--- src/rtl/iot_shout_pkg.sv ---
// Shared definitions for the shout pulse-burst line: receiver FSM states and
// default widths, so the generator and the listener agree on the format.
package iot_shout_pkg;

  typedef enum logic [1:0] {
    ST_IDLE  = 2'd0,
    ST_HIGH  = 2'd1,
    ST_LOW   = 2'd2,
    ST_STUCK = 2'd3
  } shout_state_e;

  localparam int SHOUT_SYNC_STAGES = 2;
  localparam int SHOUT_PULSE_W     = 5;
  localparam int SHOUT_PAUSE_W     = 10;
  localparam int SHOUT_MAX_PULSE   = 20;

endpackage

--- src/rtl/iot_sync.sv ---
// Multi-flop synchroniser for a single asynchronous input. Clears to 0 on reset.
module iot_sync #(
  parameter int STAGES = 2
) (
  input  logic i_clk,
  input  logic i_rst_n,
  input  logic i_async,
  output logic o_sync
);

  logic [STAGES-1:0] r_sync;

  // Shift the asynchronous level through the flop chain.
  always_ff @(posedge i_clk or negedge i_rst_n) begin
    if (!i_rst_n) begin
      r_sync <= '0;
    end else begin
      r_sync <= {r_sync[STAGES-2:0], i_async};
    end
  end

  assign o_sync = r_sync[STAGES-1];

endmodule

--- src/rtl/iot_listen.sv ---
// Shout line receiver: measures each high pulse and the low pause that follows,
// hands (pulse, pause) pairs to the host over a valid/ack register, and keeps
// sticky stuck/overrun flags plus a count of accepted measurements.
module iot_listen
  import iot_shout_pkg::*;
#(
  parameter int SYNC_STAGES = SHOUT_SYNC_STAGES,
  parameter int PULSE_W     = SHOUT_PULSE_W,
  parameter int PAUSE_W     = SHOUT_PAUSE_W,
  parameter int MAX_PULSE   = SHOUT_MAX_PULSE
) (
  input  logic               clk_in,
  input  logic               reset,
  input  logic               enable,
  input  logic               shout_in,
  input  logic               meas_ack,
  input  logic               flag_clr,
  output logic [PULSE_W-1:0] pulse_len,
  output logic [PAUSE_W-1:0] pause_len,
  output logic               meas_valid,
  output logic               stuck,
  output logic               overrun,
  output logic [15:0]        burst_cnt
);

  localparam logic [PULSE_W-1:0] L_HMAX = PULSE_W'(MAX_PULSE);
  localparam logic [PULSE_W-1:0] L_HONE = PULSE_W'(1);
  localparam logic [PAUSE_W-1:0] L_LONE = PAUSE_W'(1);
  localparam logic [PAUSE_W-1:0] L_LSAT = {PAUSE_W{1'b1}};

  logic w_shout_s;
  logic r_shout_d;
  logic w_rise;
  logic w_fall;

  shout_state_e       r_state, w_state_nxt;
  logic [PULSE_W-1:0] r_hcnt, w_hcnt_nxt;
  logic [PULSE_W-1:0] r_plen, w_plen_nxt;
  logic [PAUSE_W-1:0] r_lcnt, w_lcnt_nxt;
  logic               w_capture;
  logic               w_stuck_set;

  logic [PULSE_W-1:0] r_pulse_len;
  logic [PAUSE_W-1:0] r_pause_len;
  logic               r_meas_valid;
  logic               r_stuck;
  logic               r_overrun;
  logic [15:0]        r_burst_cnt;

  iot_sync #(.STAGES(SYNC_STAGES)) u_sync (
    .i_clk   (clk_in),
    .i_rst_n (reset),
    .i_async (shout_in),
    .o_sync  (w_shout_s)
  );

  // One-cycle delayed copy of the synchronised line for edge detection.
  always_ff @(posedge clk_in or negedge reset) begin
    if (!reset) begin
      r_shout_d <= 1'b0;
    end else begin
      r_shout_d <= w_shout_s;
    end
  end

  assign w_rise = w_shout_s & ~r_shout_d;
  assign w_fall = ~w_shout_s & r_shout_d;

  // Next-state and counter logic; a rise while in LOW closes a measurement.
  always_comb begin
    w_state_nxt = r_state;
    w_hcnt_nxt  = r_hcnt;
    w_lcnt_nxt  = r_lcnt;
    w_plen_nxt  = r_plen;
    w_capture   = 1'b0;
    w_stuck_set = 1'b0;
    if (!enable) begin
      w_state_nxt = ST_IDLE;
      w_hcnt_nxt  = '0;
      w_lcnt_nxt  = '0;
    end else begin
      case (r_state)
        ST_IDLE: begin
          if (w_rise) begin
            w_state_nxt = ST_HIGH;
            w_hcnt_nxt  = L_HONE;
          end else begin
            w_state_nxt = ST_IDLE;
          end
        end
        ST_HIGH: begin
          if (w_fall) begin
            w_state_nxt = ST_LOW;
            w_plen_nxt  = r_hcnt;
            w_lcnt_nxt  = L_LONE;
          end else if (r_hcnt >= (L_HMAX - L_HONE)) begin
            // The count about to reach MAX_PULSE means the line is stuck.
            w_state_nxt = ST_STUCK;
            w_hcnt_nxt  = L_HMAX;
            w_stuck_set = 1'b1;
          end else begin
            w_hcnt_nxt  = r_hcnt + L_HONE;
          end
        end
        ST_LOW: begin
          if (w_rise) begin
            w_capture   = 1'b1;
            w_state_nxt = ST_HIGH;
            w_hcnt_nxt  = L_HONE;
          end else if (r_lcnt != L_LSAT) begin
            w_lcnt_nxt  = r_lcnt + L_LONE;
          end else begin
            w_lcnt_nxt  = L_LSAT;
          end
        end
        ST_STUCK: begin
          if (w_fall) begin
            w_state_nxt = ST_IDLE;
            w_hcnt_nxt  = '0;
          end else begin
            w_state_nxt = ST_STUCK;
          end
        end
        default: begin
          w_state_nxt = ST_IDLE;
          w_hcnt_nxt  = '0;
          w_lcnt_nxt  = '0;
        end
      endcase
    end
  end

  // FSM state and measurement counters.
  always_ff @(posedge clk_in or negedge reset) begin
    if (!reset) begin
      r_state <= ST_IDLE;
      r_hcnt  <= '0;
      r_lcnt  <= '0;
      r_plen  <= '0;
    end else begin
      r_state <= w_state_nxt;
      r_hcnt  <= w_hcnt_nxt;
      r_lcnt  <= w_lcnt_nxt;
      r_plen  <= w_plen_nxt;
    end
  end

  // Host holding register: accept a capture when free or being acked, else drop it.
  always_ff @(posedge clk_in or negedge reset) begin
    if (!reset) begin
      r_pulse_len  <= '0;
      r_pause_len  <= '0;
      r_meas_valid <= 1'b0;
      r_burst_cnt  <= 16'd0;
    end else if (w_capture && (!r_meas_valid || meas_ack)) begin
      r_pulse_len  <= r_plen;
      r_pause_len  <= r_lcnt;
      r_meas_valid <= 1'b1;
      r_burst_cnt  <= r_burst_cnt + 16'd1;
    end else if (meas_ack) begin
      r_meas_valid <= 1'b0;
    end else begin
      r_meas_valid <= r_meas_valid;
    end
  end

  // Sticky flags; a set event in the same cycle as flag_clr wins.
  always_ff @(posedge clk_in or negedge reset) begin
    if (!reset) begin
      r_stuck   <= 1'b0;
      r_overrun <= 1'b0;
    end else begin
      if (w_stuck_set) begin
        r_stuck <= 1'b1;
      end else if (flag_clr) begin
        r_stuck <= 1'b0;
      end else begin
        r_stuck <= r_stuck;
      end
      if (w_capture && r_meas_valid && !meas_ack) begin
        r_overrun <= 1'b1;
      end else if (flag_clr) begin
        r_overrun <= 1'b0;
      end else begin
        r_overrun <= r_overrun;
      end
    end
  end

  assign pulse_len  = r_pulse_len;
  assign pause_len  = r_pause_len;
  assign meas_valid = r_meas_valid;
  assign stuck      = r_stuck;
  assign overrun    = r_overrun;
  assign burst_cnt  = r_burst_cnt;

endmodule

--- config.mk ---
export PLATFORM = sky130hd
export DESIGN_NAME = iot_listen
export DESIGN_NICKNAME = d
export VERILOG_FILES = /design/src/rtl/iot_shout_pkg.sv /design/src/rtl/iot_sync.sv /design/src/rtl/iot_listen.sv
export SDC_FILE = /design/constraint.sdc
export NUM_CORES = 1
export LEC_CHECK = 0
export CELL_PAD_IN_SITES_DETAIL_PLACEMENT = 2
export CELL_PAD_IN_SITES_GLOBAL_PLACEMENT = 2
export CORE_ASPECT_RATIO = 1.1
export CORE_MARGIN = 4
export CORE_UTILIZATION = 32
export CTS_BUF_LIST = sky130_fd_sc_hd__clkbuf_8
export DETAILED_ROUTE_END_ITERATION = 16
export GPL_TIMING_DRIVEN = 0
export PLACE_DENSITY_LB_ADDON = 0.1
export SYNTH_ARGS = -nofsm -noshare
export SYNTH_HDL_FRONTEND = slang
export SYNTH_SLANG_ARGS = --single-unit
export TNS_END_PERCENT = 20
--- constraint.sdc ---
create_clock -name clk_in -period 1.6 [get_ports clk_in]
set_input_delay 0.16 -clock clk_in [delete_from_list [all_inputs] [get_ports clk_in]]
set_output_delay 0.16 -clock clk_in [all_outputs]
set_load 0.02 [all_outputs]
# Word-level counts from Yosys, hierarchy flattened
# Cells that the tools add are included.
# word_totals
ff_bits	59
# op_classes
add_sub_neg	3
reduce_logical	15
muxes	30
magnitude_cmp	1
bitwise	4
eq_ne	12
# op_table
operator	count
10-bit two-way mux	4
5-bit two-way mux	5
10-bit one-hot mux with 2 select lines	1
16-bit by 1-bit adder with 16-bit output (second input constant)	1
3-bit inequality test (second input constant)	5
5-bit one-hot mux with 3 select lines	1
1-bit two-way mux	13
10-bit by 1-bit adder with 10-bit output (second input constant)	1
2-bit two-way mux	5
10-bit inequality test (second input constant)	1
3-bit AND reduction	3
2-bit one-hot mux with 4 select lines	1
2-bit nonzero test	3
5-bit by 1-bit adder with 5-bit output (second input constant)	1
5-bit >= comparator (second input constant)	1
2-bit == test (second input constant)	2
4-bit inequality test (second input constant)	1
1-bit logical AND	3
3-bit by 1-bit inequality test with 1-bit output (second input constant)	1
3-bit by 2-bit inequality test with 1-bit output (second input constant)	1
1-bit AND	2
2-bit by 1-bit == test with 1-bit output (second input constant)	1
1-bit zero test	2
2-bit zero test	1
4 further kinds	5

# Depth between registers and ports, before layout
# Gate-level depths: netlist (run 1).
# depth
word_depth	8
depth_mapped	7
ltp_nobuf	5

# Modules after synthesis
# From an unflattened synthesis (run 1), not the netlist that was laid out.
# unflattened
hier_cells	268
hier_area_um2	2776.4
# modules_own_cells
module	area_per_inst_um2	instances	cells_each
iot_listen	2726.4	1	266
iot_sync	50.0	1	2

# Least setup slack after synthesis (run 1)
# Ideal clock, no wire load.
# synth_path
path_type	flip-flop to flip-flop
start	register u_sync.r_sync[1]
end	register r_lcnt[5]
setup_ns	0.121
n_path_buf	1
t_arrival_ns	1.414
slack_ns	0.066
path_stages_with_launch	6
path_cell_list	dfrtp_1 -> buf_2 -> or3b_4 -> nand4_4 -> a21bo_2 -> a22o_1
# synth_between
elab_chain_len	4
# synth_rtl
item	line_no	text
from (decl)	iot_sync.sv:11	logic [STAGES-1:0] r_sync;
from (signal assigned)	iot_sync.sv:18	r_sync <= {r_sync[STAGES-2:0], i_async};
1-bit NOT	iot_listen.sv:67	assign w_fall = ~w_shout_s & r_shout_d;
1-bit AND	iot_listen.sv:67	
3-bit inequality test (no line)	--	
3-bit AND reduction (no line) (*)	--	
to (signal assigned)	iot_listen.sv:143	r_lcnt <= w_lcnt_nxt;
to (decl)	iot_listen.sv:39	logic [PAUSE_W-1:0] r_lcnt, w_lcnt_nxt;
# Every way passes the cells marked *; elsewhere a longest branch is shown, timed or not.
# A chain may end at the register's enable or synchronous reset.

# Worst setup path after layout (run 1)
# layout_path
start	register r_state[0]
end	register r_lcnt[5]
# layout_between
elab_chain_len	3
# layout_rtl
item	line_no	text
from (decl)	iot_listen.sv:36	shout_state_e r_state, w_state_nxt;
from (signal assigned)	iot_listen.sv:141	r_state <= w_state_nxt;
2-bit == test / 2-bit by 1-bit == test with 1-bit output (equally long branches)	iot_listen.sv:82	case (r_state)
3-bit by 1-bit inequality test with 1-bit output (no line), or another cell as far along	--	
3-bit AND reduction (no line) / 10-bit two-way mux (equally long branches)	--	
# Parallel ways exist; a longest one is shown, timed or not.

==> flow_metrics.tcl, run 1 <==
set metrics [dict create \
    cap_violations 0 \
    slew_viol_final 0 \
    ys_warn_count 0 \
    rsz0062_at_grt "true" \
    dp_cells 426 \
    worst_pin_slew_ns 0.5628 \
    area_growth_pct 38.58 \
    crit_arrival_ns 1.81 \
    nets 351 \
    track_usage_pct 15.64 \
    routed_wirelength_um 8109 \
    multi_input_area_um2 1360 \
    synthAdderAreaFrac_pct 1.346 \
    first_pass_iters 4 \
    die_w_um 97.01 \
    regArea_um2 1486 \
    fillers 896 \
    grt_pass1_vias 2466 \
    finish.instance_area_um2 3865 \
    grt_pass1_wl_um 12970 \
    cts_tree "done" \
    routabilityCongestion 0.7440 \
    ys_ff_latch 59 \
    max_slew_margin_pct 62.48 \
    drive_above_1_share_pct 24.21 \
    grt_max_degree 39 \
    finalSetupViolCount 0 \
    synthMuxAreaShare_pct 2.423 \
    synth_compound_area_share_pct 12.02 \
    seq_area_frac_synth_pct 52.94 \
    yosys_most_used_dff "dfrtp_1" \
    die_h_um 105.9 \
    gr-total-overflow 0 \
    synth_area_per_cell_um2 10.14 \
    final_common_cell "nand2_1" \
    num_rows 35 \
    fin_skew_ns 0.008083 \
    yosys.area_share.simple_pct 23.55 \
    tns_ns 0 \
    antenna_found_initial 0 \
    run_status "finished, final reports clean" \
    final_cell_mix "64 x nand2_1, 51 x dfrtp_1, 32 x clkdlybuf4s50_1, 13 x buf_4" \
    ant_nets 0 \
    critPathCaptureType "flop" \
    worst_setup_path_start_kind "flop" \
    synth_edf_count 0 \
    drcViolationCount 0 \
    max_freq_mhz 629.5 \
    vias 2383 \
    syn-cell-area_um2 2789 \
    ios 40 \
    hold_ws_ns 0.2622 \
    final_cells 458 \
    path_clk_slew_ns 0.07 \
    synthXorXnorAreaFrac_pct 4.711 \
    clock-root-buffer "clkbuf_8" \
    clock_sinks 59 \
    synth_top_family_by_area "simple AND/OR/NAND/NOR gates" \
    viasPerCell 5.203 \
    port_buffers 39 \
    placed_cell_area_um2 3333 \
    vdd_drop_max_v 0.0004027 \
    numCtsBuffers 9 \
    ctsHtreeMaxLevel 3 \
    min_period_ns 1.589 \
    n_antenna_cell 0 \
    clock_latency_ns 0.34 \
    start_util_pct 33.00 \
    dieArea_um2 10270 \
    async_flop_share_pct 100.0 \
    wire_per_inst_um 17.71 \
    first_iter_violations 70 \
    crit_fanout 4 \
    report.final.hold_viol_count 0 \
    leakagePower_nw 1.811 \
    coreArea_um2 8452 \
    dpl.hpwl_um 5311 \
    syn_nets 284 \
    cp.required_ns 1.83 \
    synth_cell_types 56 \
    power_density_nw_per_um2 841.9 \
    r2r_slack_ns 0.01 \
    clock_path_buffers 2 \
    synth_cells 275 \
    crit_type "flop to flop" \
    post-route-period-util_pct 99.29 \
    min_path_type "primary input to flop" \
]
-- registers in the layout, summed over array words and instances (netlist names), 2 cells and up --
register	cells
burst_cnt	16
pause_len	10
r_lcnt	10
pulse_len	5
r_hcnt	5
r_plen	5
r_state	2
u_sync.r_sync	2
-- stage by stage --
| stage | total power [W] | setup slack (ns) | util (%) |
|---|---|---|---|
| global placement | 0.001766 | -1.671 | 39.26 |
| CTS | 0.003273 | -0.03554 | 43.11 |
| finish | 0.003254 | 0.01140 | 45.73 |
| detailed placement | 0.001776 | -0.3106 | 39.44 |
| floorplan | 0.001674 | 0.06554 | - |
| global route | 0.003392 | -0.09386 | 45.73 |
-- what timing repair did --
| item | in CTS | in global routing |
|---|---|---|
| gates cloned | 0 | 1 |
| hold endpoints to repair | 21 | 0 |
| hold buffers | 1 | 0 |
| gates resized for setup | 19 | 39 |
| pin swaps | 1 | 5 |
| buffers inserted | 6 | 8 |
| endpoints found under the setup margin | 34 | 45 |
-- per-layer routing --
| layer | share of wire [%] | GRT usage, % | up-vias |
|---|---|---|---|
| met5 | 0 | 0 | - |
| met4 | 1.6 | 5.717 | 0 |
| met3 | 3.1 | 2.756 | 10 |
| met2 | 50 | 26.13 | 42 |
| met1 | 45 | 20.34 | 1222 |
| li1 | - | - | 1109 |
-- cell families (layout without fill, tap and decap cells) --
| family | Yosys count | count (layout) |
|---|---|---|
| buffers and inverters | 19 | 90 |
| AOI/OAI and AO/OA | 47 | 47 |
| xor gates and xnor gates | 15 | 15 |
| DFF | 59 | 59 |
| muxes | 6 | 6 |
| and+or+nand+nor | 126 | 127 |
| adders and majority gates | 3 | 3 |
-- power by group --
group	internal, W	total, W	switching, W
clock	0.000842	0.00145	0.000612
sequential	0.00152	0.00156	0.0000316
combinational	0.000111	0.000245	0.000134
-- cell type report --
class / instances / share of cell area (%)
Timing Repair Buffer: 55 / 14.08
Clock buffer: 12 / 4.273
Tap cell: 111 / 3.593
Multi-Input combinational cell: 198 / 35.19
Inverter: 10 / 0.9712
Sequential cell: 59 / 38.46
Buffer: 9 / 2.201
Clock inverter: 4 / 1.230
-- worst max-delay path, cell delays in order (launching register included) --
cell,delay [ns]
dfrtp_1,0.41
buf_4,0.14
or3b_4,0.39
nand4_4,0.12
a21bo_2,0.24
a22o_1,0.17
-- synthesized netlist by cell type (2+ instances only) --
master	number	area share [%]
a21oi_1	5	0.90
a221oi_1	2	0.63
a22o_1	4	1.3
a311oi_1	2	0.63
and3_1	6	1.3
buf_2	7	1.3
dfrtp_1	59	53
ha_1	3	1.3
inv_1	10	1.3
mux2_2	5	2.0
nand2_1	64	8.6
nand2b_1	4	0.90
nand3_1	12	2.2
nand3b_1	2	0.54
nand4_1	6	1.3
nor2_1	7	0.94
nor2b_1	2	0.45
nor3_1	4	0.72
nor4_1	6	1.3
o21ai_0	14	2.5
o22ai_1	2	0.45
o31ai_1	2	0.54
xnor2_1	7	2.2
xor2_1	8	2.5
-- worst paths after layout --
path | from | endpoint | depth (start not counted)
max | r_state[0] | r_lcnt[5] | 5
min | shout_in | u_sync.r_sync[0] | 1
max reg2reg | r_state[0] | r_lcnt[5] | 5
min reg2reg | u_sync.r_sync[0] | u_sync.r_sync[1] | 0
max in group asynchronous | reset | r_hcnt[1] | 3
min in group asynchronous | reset | pause_len[1] | 2
(Power assumes the default switching activity.)
==> run 2: changes to the inputs <==
- CORE_UTILIZATION: 32 -> 34
- CTS_BUF_LIST: sky130_fd_sc_hd__clkbuf_8 -> unset
- GPL_TIMING_DRIVEN: 0 -> unset
- clock period: 1.6 -> 1.7 ns (I/O delays scaled with it)
==> run 2 against run 1 <==
Critical path depth fell by 1. Die area down 5.4%. Sequential share of layout area grew 1.4 points. Critical endpoint is now burst_cnt[14].
==> flow_metrics.tcl, run 2 (same netlist as run 1, synthesis figures left out) <==
set metrics [dict create \
    fin_skew_ns 0.009872 \
    finish.instance_area_um2 3711 \
    drcViolationCount 0 \
    first_pass_iters 4 \
    antenna_found_initial 0 \
    run_status "finished, final reports clean" \
    die_h_um 103.0 \
    crit_type "flop to flop" \
    n_antenna_cell 0 \
    power_density_nw_per_um2 809.4 \
    clock-root-buffer "clkbuf_8" \
    grt_pass1_vias 2566 \
    critPathCaptureType "flop" \
    routabilityCongestion 0.7773 \
    die_w_um 94.36 \
    first_iter_violations 57 \
    timing.rr.start "r_state[0]" \
    path_cells "and3b_4 -> nand3_4 -> nor4_1 -> xor2_1" \
    num_rows 34 \
    area_growth_pct 33.06 \
    start_util_pct 35.06 \
    leakagePower_nw 1.695 \
    ant_nets 0 \
    clock_sinks 59 \
    vdd_drop_max_v 0.0003820 \
    whs_path_depth 1 \
    regArea_um2 1480 \
    worst_setup_path_start_kind "flop" \
    path_clk_slew_ns 0.07 \
    clock_path_buffers 2 \
    crit_fanout 10 \
    final_cell_mix "64 x nand2_1, 56 x dfrtp_1, 38 x clkdlybuf4s50_1, 22 x buf_4, 14 x o21ai_0" \
    reg2reg_depth 4 \
    post-route-period-util_pct 95.15 \
    dieArea_um2 9718 \
    max_slew_margin_pct 76.96 \
    wire_per_inst_um 16.87 \
    cpPeakStageDelay_ns 0.46 \
    track_usage_pct 17.03 \
    gr-total-overflow 0 \
    largest_register_ffs 16 \
    dpl.hpwl_um 5335 \
    slew_viol_final 0 \
    min_path_type "primary input to flop" \
    coreArea_um2 7955 \
    final_common_cell "nand2_1" \
    placed_cell_area_um2 3456 \
    worst_pin_slew_ns 0.3447 \
    nets 350 \
    fillers 856 \
    min_period_ns 1.618 \
    cts_tree "done" \
    max_freq_mhz 618.2 \
    rsz0062_at_grt "true" \
    cp.required_ns 1.96 \
    cap_violations 0 \
    grt_pass1_wl_um 12900 \
    ios 40 \
    cp_top_family "simple AND/OR/NAND/NOR gates" \
    min-delay-start "shout_in" \
    hold_path_end "u_sync.r_sync[0]" \
    ctsHtreeMaxLevel 3 \
    port_buffers 39 \
    routed_wirelength_um 7658 \
    crit_arrival_ns 1.88 \
    viasPerCell 5.178 \
    report.final.hold_viol_count 0 \
    tns_ns 0 \
    r2r_slack_ns 0.08 \
    finalSetupViolCount 0 \
    postCtsSetupBuffers 0 \
    numCtsBuffers 9 \
    multi_input_area_um2 1254 \
    drive_above_1_share_pct 18.79 \
    vias 2351 \
    cpMaxStageDelayCell "dfrtp_2" \
    r2r-end "burst_cnt[14]" \
    worst-path-buf-inv 0 \
    clock_latency_ns 0.33 \
    grt_max_degree 60 \
]
==> run 2: cell types whose count changed in the layout (fill, tap and decap cells not counted), sizes merged <==
cell           delta
clkdlybuf4s50     +6
clkinvlp          +2
clkbuf            -2
nand3             -1
buf               +1
clkinv            -1
dlygate4sd2       -3
dlymetal6s2s      -3
==> run 2: per-stage QoR <==
| stage | cells | hold slack [ns] | total power [W] | util (%) | setup WS (ns) |
|---|---|---|---|---|---|
| 2_1_floorplan | 275 | -0.1256 | 0.001575 | - | 0.1655 |
| 3_3_place_gp | 437 | 0.2069 | 0.001684 | 43.44 | -0.02003 |
| 3_5_place_dp | 437 | 0.2055 | 0.001689 | 43.44 | -0.08687 |
| 4_1_cts | 454 | 0.2604 | 0.003054 | 46.24 | 0.008325 |
| 5_1_grt | 454 | 0.2626 | 0.003160 | 46.65 | -0.04391 |
| 6_report | 454 | 0.2718 | 0.003004 | 46.65 | 0.08244 |
==> run 2: per-layer routing <==
layer / wire length (um) / GRT usage [%]
met3: 272 / 2.920
met2: 3893 / 30.08
met1: 3441 / 21.21
met4: 51 / 5.444
met5: 0 / 0
==> run 2: final cells by class <==
cell class / count / share of cell area, %
Multi-Input combinational cell: 197 / 33.78
Inverter: 10 / 1.011
Clock buffer: 11 / 4.080
Sequential cell: 59 / 39.89
Clock inverter: 5 / 1.652
Timing Repair Buffer: 64 / 15.95
Tap cell: 108 / 3.641
==> run 2: repair_timing <==
| item | in CTS | in global routing |
|---|---|---|
| hold endpoints to repair | 59 | 0 |
| hold buffers | 1 | 0 |
| resized for setup | 0 | 11 |
| setup endpoints to repair | 0 | 19 |
==> run 2: power by group <==
part           internal, W  total (W)  switching, W
combinational    0.0000912   0.000203      0.000112
clock             0.000759    0.00134      0.000582
sequential         0.00143    0.00146     0.0000282
==> run 2: how the worst max path moves through the flow <==
stage / start / to / cells after the start
finish: r_state[0] / burst_cnt[14] / 4
global route: burst_cnt[6] / burst_cnt[15] / 4
CTS: r_state[0] / r_lcnt[9] / 4
detailed placement: enable / r_lcnt[6] / 5
global placement: enable / r_lcnt[6] / 5
floorplan: u_sync.r_sync[1] / r_lcnt[5] / 5
==> run 3: changes to the inputs <==
- CORE_UTILIZATION: 34 -> 36
- CTS_BUF_LIST: unset -> sky130_fd_sc_hd__clkbuf_8
- TNS_END_PERCENT: 20 -> 10
==> run 3 against run 2 <==
Final area up 0.57%. Final cell count down 0.22%. Setup slack better by 0.0090 ns. Die area down 5.1%. First-iteration DRC count unchanged. Register-to-register slack better by 0.03 ns. Hold slack worse by 0.0058 ns. Critical path type is now flop to primary output. Largest cell class unchanged.
==> flow_metrics.tcl, run 3 (same netlist as run 1, synthesis figures left out) <==
set metrics [dict create \
    wire_per_inst_um 16.60 \
    start_util_pct 37.11 \
    finalPower_w 0.003052 \
    finalSetupViolCount 0 \
    fin_util_pct 49.67 \
    die_h_um 100.3 \
    p_comb_share_pct 6.8 \
    area_growth_pct 33.83 \
    drcViolationCount 0 \
    routabilityCongestion 0.7919 \
    nets 352 \
    dpl.hpwl_um 5433 \
    first_iter_violations 57 \
    r2r-end "r_hcnt[4]" \
    clock_sinks 59 \
    postCtsSetupBuffers 0 \
    r2r_slack_ns 0.11 \
    globalRouteMet3Util_pct 3.448 \
    ant_nets 0 \
    coreArea_um2 7515 \
    crit_arrival_ns 1.44 \
    ios 40 \
    viasPerCell 5.102 \
    clock_latency_ns 0.34 \
    path_clk_slew_ns 0.07 \
    antenna_found_initial 0 \
    intPower_w 0.002336 \
    vias 2311 \
    grt_max_degree 60 \
    switching_share_pct 23.47 \
    pwr-share-seq_pct 47.8 \
    grt_busiest_layer "met2" \
    reg2reg_depth 5 \
    clock-root-buffer "clkbuf_8" \
    numCtsBuffers 9 \
    dieArea_um2 9221 \
    routed_wirelength_um 7522 \
    p_clk_share_pct 45.4 \
    cp.required_ns 1.53 \
    max_freq_mhz 621.7 \
    report.final.hold_viol_count 0 \
    min_path_type "primary input to flop" \
    post-route-period-util_pct 94.62 \
    final_cell_mix "64 x nand2_1, 56 x dfrtp_1, 38 x clkdlybuf4s50_1, 23 x buf_4, 14 x o21ai_0" \
    clock_path_buffers 2 \
    port_buffers 39 \
    n_antenna_cell 0 \
    critPathCaptureType "primary output" \
    max_slew_margin_pct 76.19 \
    worst_pin_slew_ns 0.3538 \
    drive_above_1_share_pct 18.10 \
    fillers 808 \
    slew_viol_final 0 \
    num_rows 33 \
    grt_pass1_wl_um 12940 \
    cts_tree "done" \
    die_w_um 91.92 \
    p_sw_w 0.0007165 \
    leakagePower_nw 1.723 \
    whs_path_depth 1 \
    first_pass_iters 4 \
    final_common_cell "nand2_1" \
    largest_register_ffs 16 \
    worst_setup_path_start_kind "flop" \
    cap_violations 0 \
    run_status "finished, final reports clean" \
    fin_skew_ns 0.007414 \
    timing.rr.start "r_state[1]" \
    tns_ns 0 \
    ctsHtreeMaxLevel 3 \
    gr-total-overflow 0 \
    crit_fanout 5 \
    grt_pass1_vias 2524 \
    hold_ws_ns 0.2659 \
    power_density_nw_per_um2 817.8 \
    track_usage_pct 17.87 \
    rsz0062_at_grt "false" \
    min_period_ns 1.609 \
    met2_usage_pct 29.61 \
    crit_end "burst_cnt[2]" \
    vdd_drop_max_v 0.0004411 \
    worstSetupStartpoint "burst_cnt[2]" \
    crit_type "flop to primary output" \
    met1_usage_pct 22.27 \
]
-- run 3: cell count changes in the layout (fill, tap and decap cells not counted), sizes merged --
cell	delta
clkinv	+1
inv	+2
bufinv	+1
clkinvlp	-2
clkbuf	-2
buf	+2
-- run 3: area by class of cell --
type                       instances  area, um^2  share of cell area, %
inverter                          10       37.54                  1.006
multi-input combinational        197        1246                  33.39
timing repair buffer              66       628.1                  16.83
clock buffer                       9       123.9                  3.319
clock inverter                     7       85.08                  2.280
sequential                        59        1480                  39.66
tap                              105       131.4                  3.520
-- run 3: per-layer routing --
metal,vias up,part of all wire [%],wire length (um)
met1,1136,45,3400
met5,-,0,0
li1,1112,-,-
met3,12,3.1,236
met4,0,2.0,154
met2,51,50,3730
-- run 3: worst min path at each step --
| stage | start | endpoint | slack (ns) |
|---|---|---|---|
| finish | shout_in | u_sync.r_sync[0] | 0.27 |
| global route | shout_in | u_sync.r_sync[0] | 0.26 |
| detailed placement | reset | pause_len[2] | 0.21 |
| global placement | reset | pause_len[2] | 0.20 |
| CTS | shout_in | u_sync.r_sync[0] | 0.24 |
| floorplan | reset | burst_cnt[0] | -0.13 |
-- run 3: worst max-delay path, cell delays in order, from the launching register on --
cell and delay (ns):
dfrtp_1 0.35, buf_4 0.14, clkdlybuf4s50_1 0.60
-- run 3: timing repair --
action,in CTS,in global routing
hold buffers,1,0
resized for setup,0,8
setup endpoints to repair,0,25
hold endpoints to repair,59,0
-- run 3: power groups by stage --
stage / registers (W) / clock network, W / logic, W
6_report: 0.00146 / 0.00139 / 0.000207
2_1_floorplan: 0.00149 / 0 / 0.0000855
3_5_place_dp: 0.00149 / 0 / 0.000208
5_1_grt: 0.00147 / 0.00149 / 0.000234
3_3_place_gp: 0.00148 / 0 / 0.000202
4_1_cts: 0.00146 / 0.00142 / 0.000212
-- run 3: stage by stage --
stage / worst slack, ns / cells / cell area, um^2
after global routing: 0.003767 / 453 / 3732
after CTS: 0.04085 / 453 / 3711
final: 0.09145 / 453 / 3732
after detailed placement: -0.08290 / 436 / 3492
after global placement: -0.05948 / 436 / 3492
after floorplan: 0.1655 / 275 / 2789
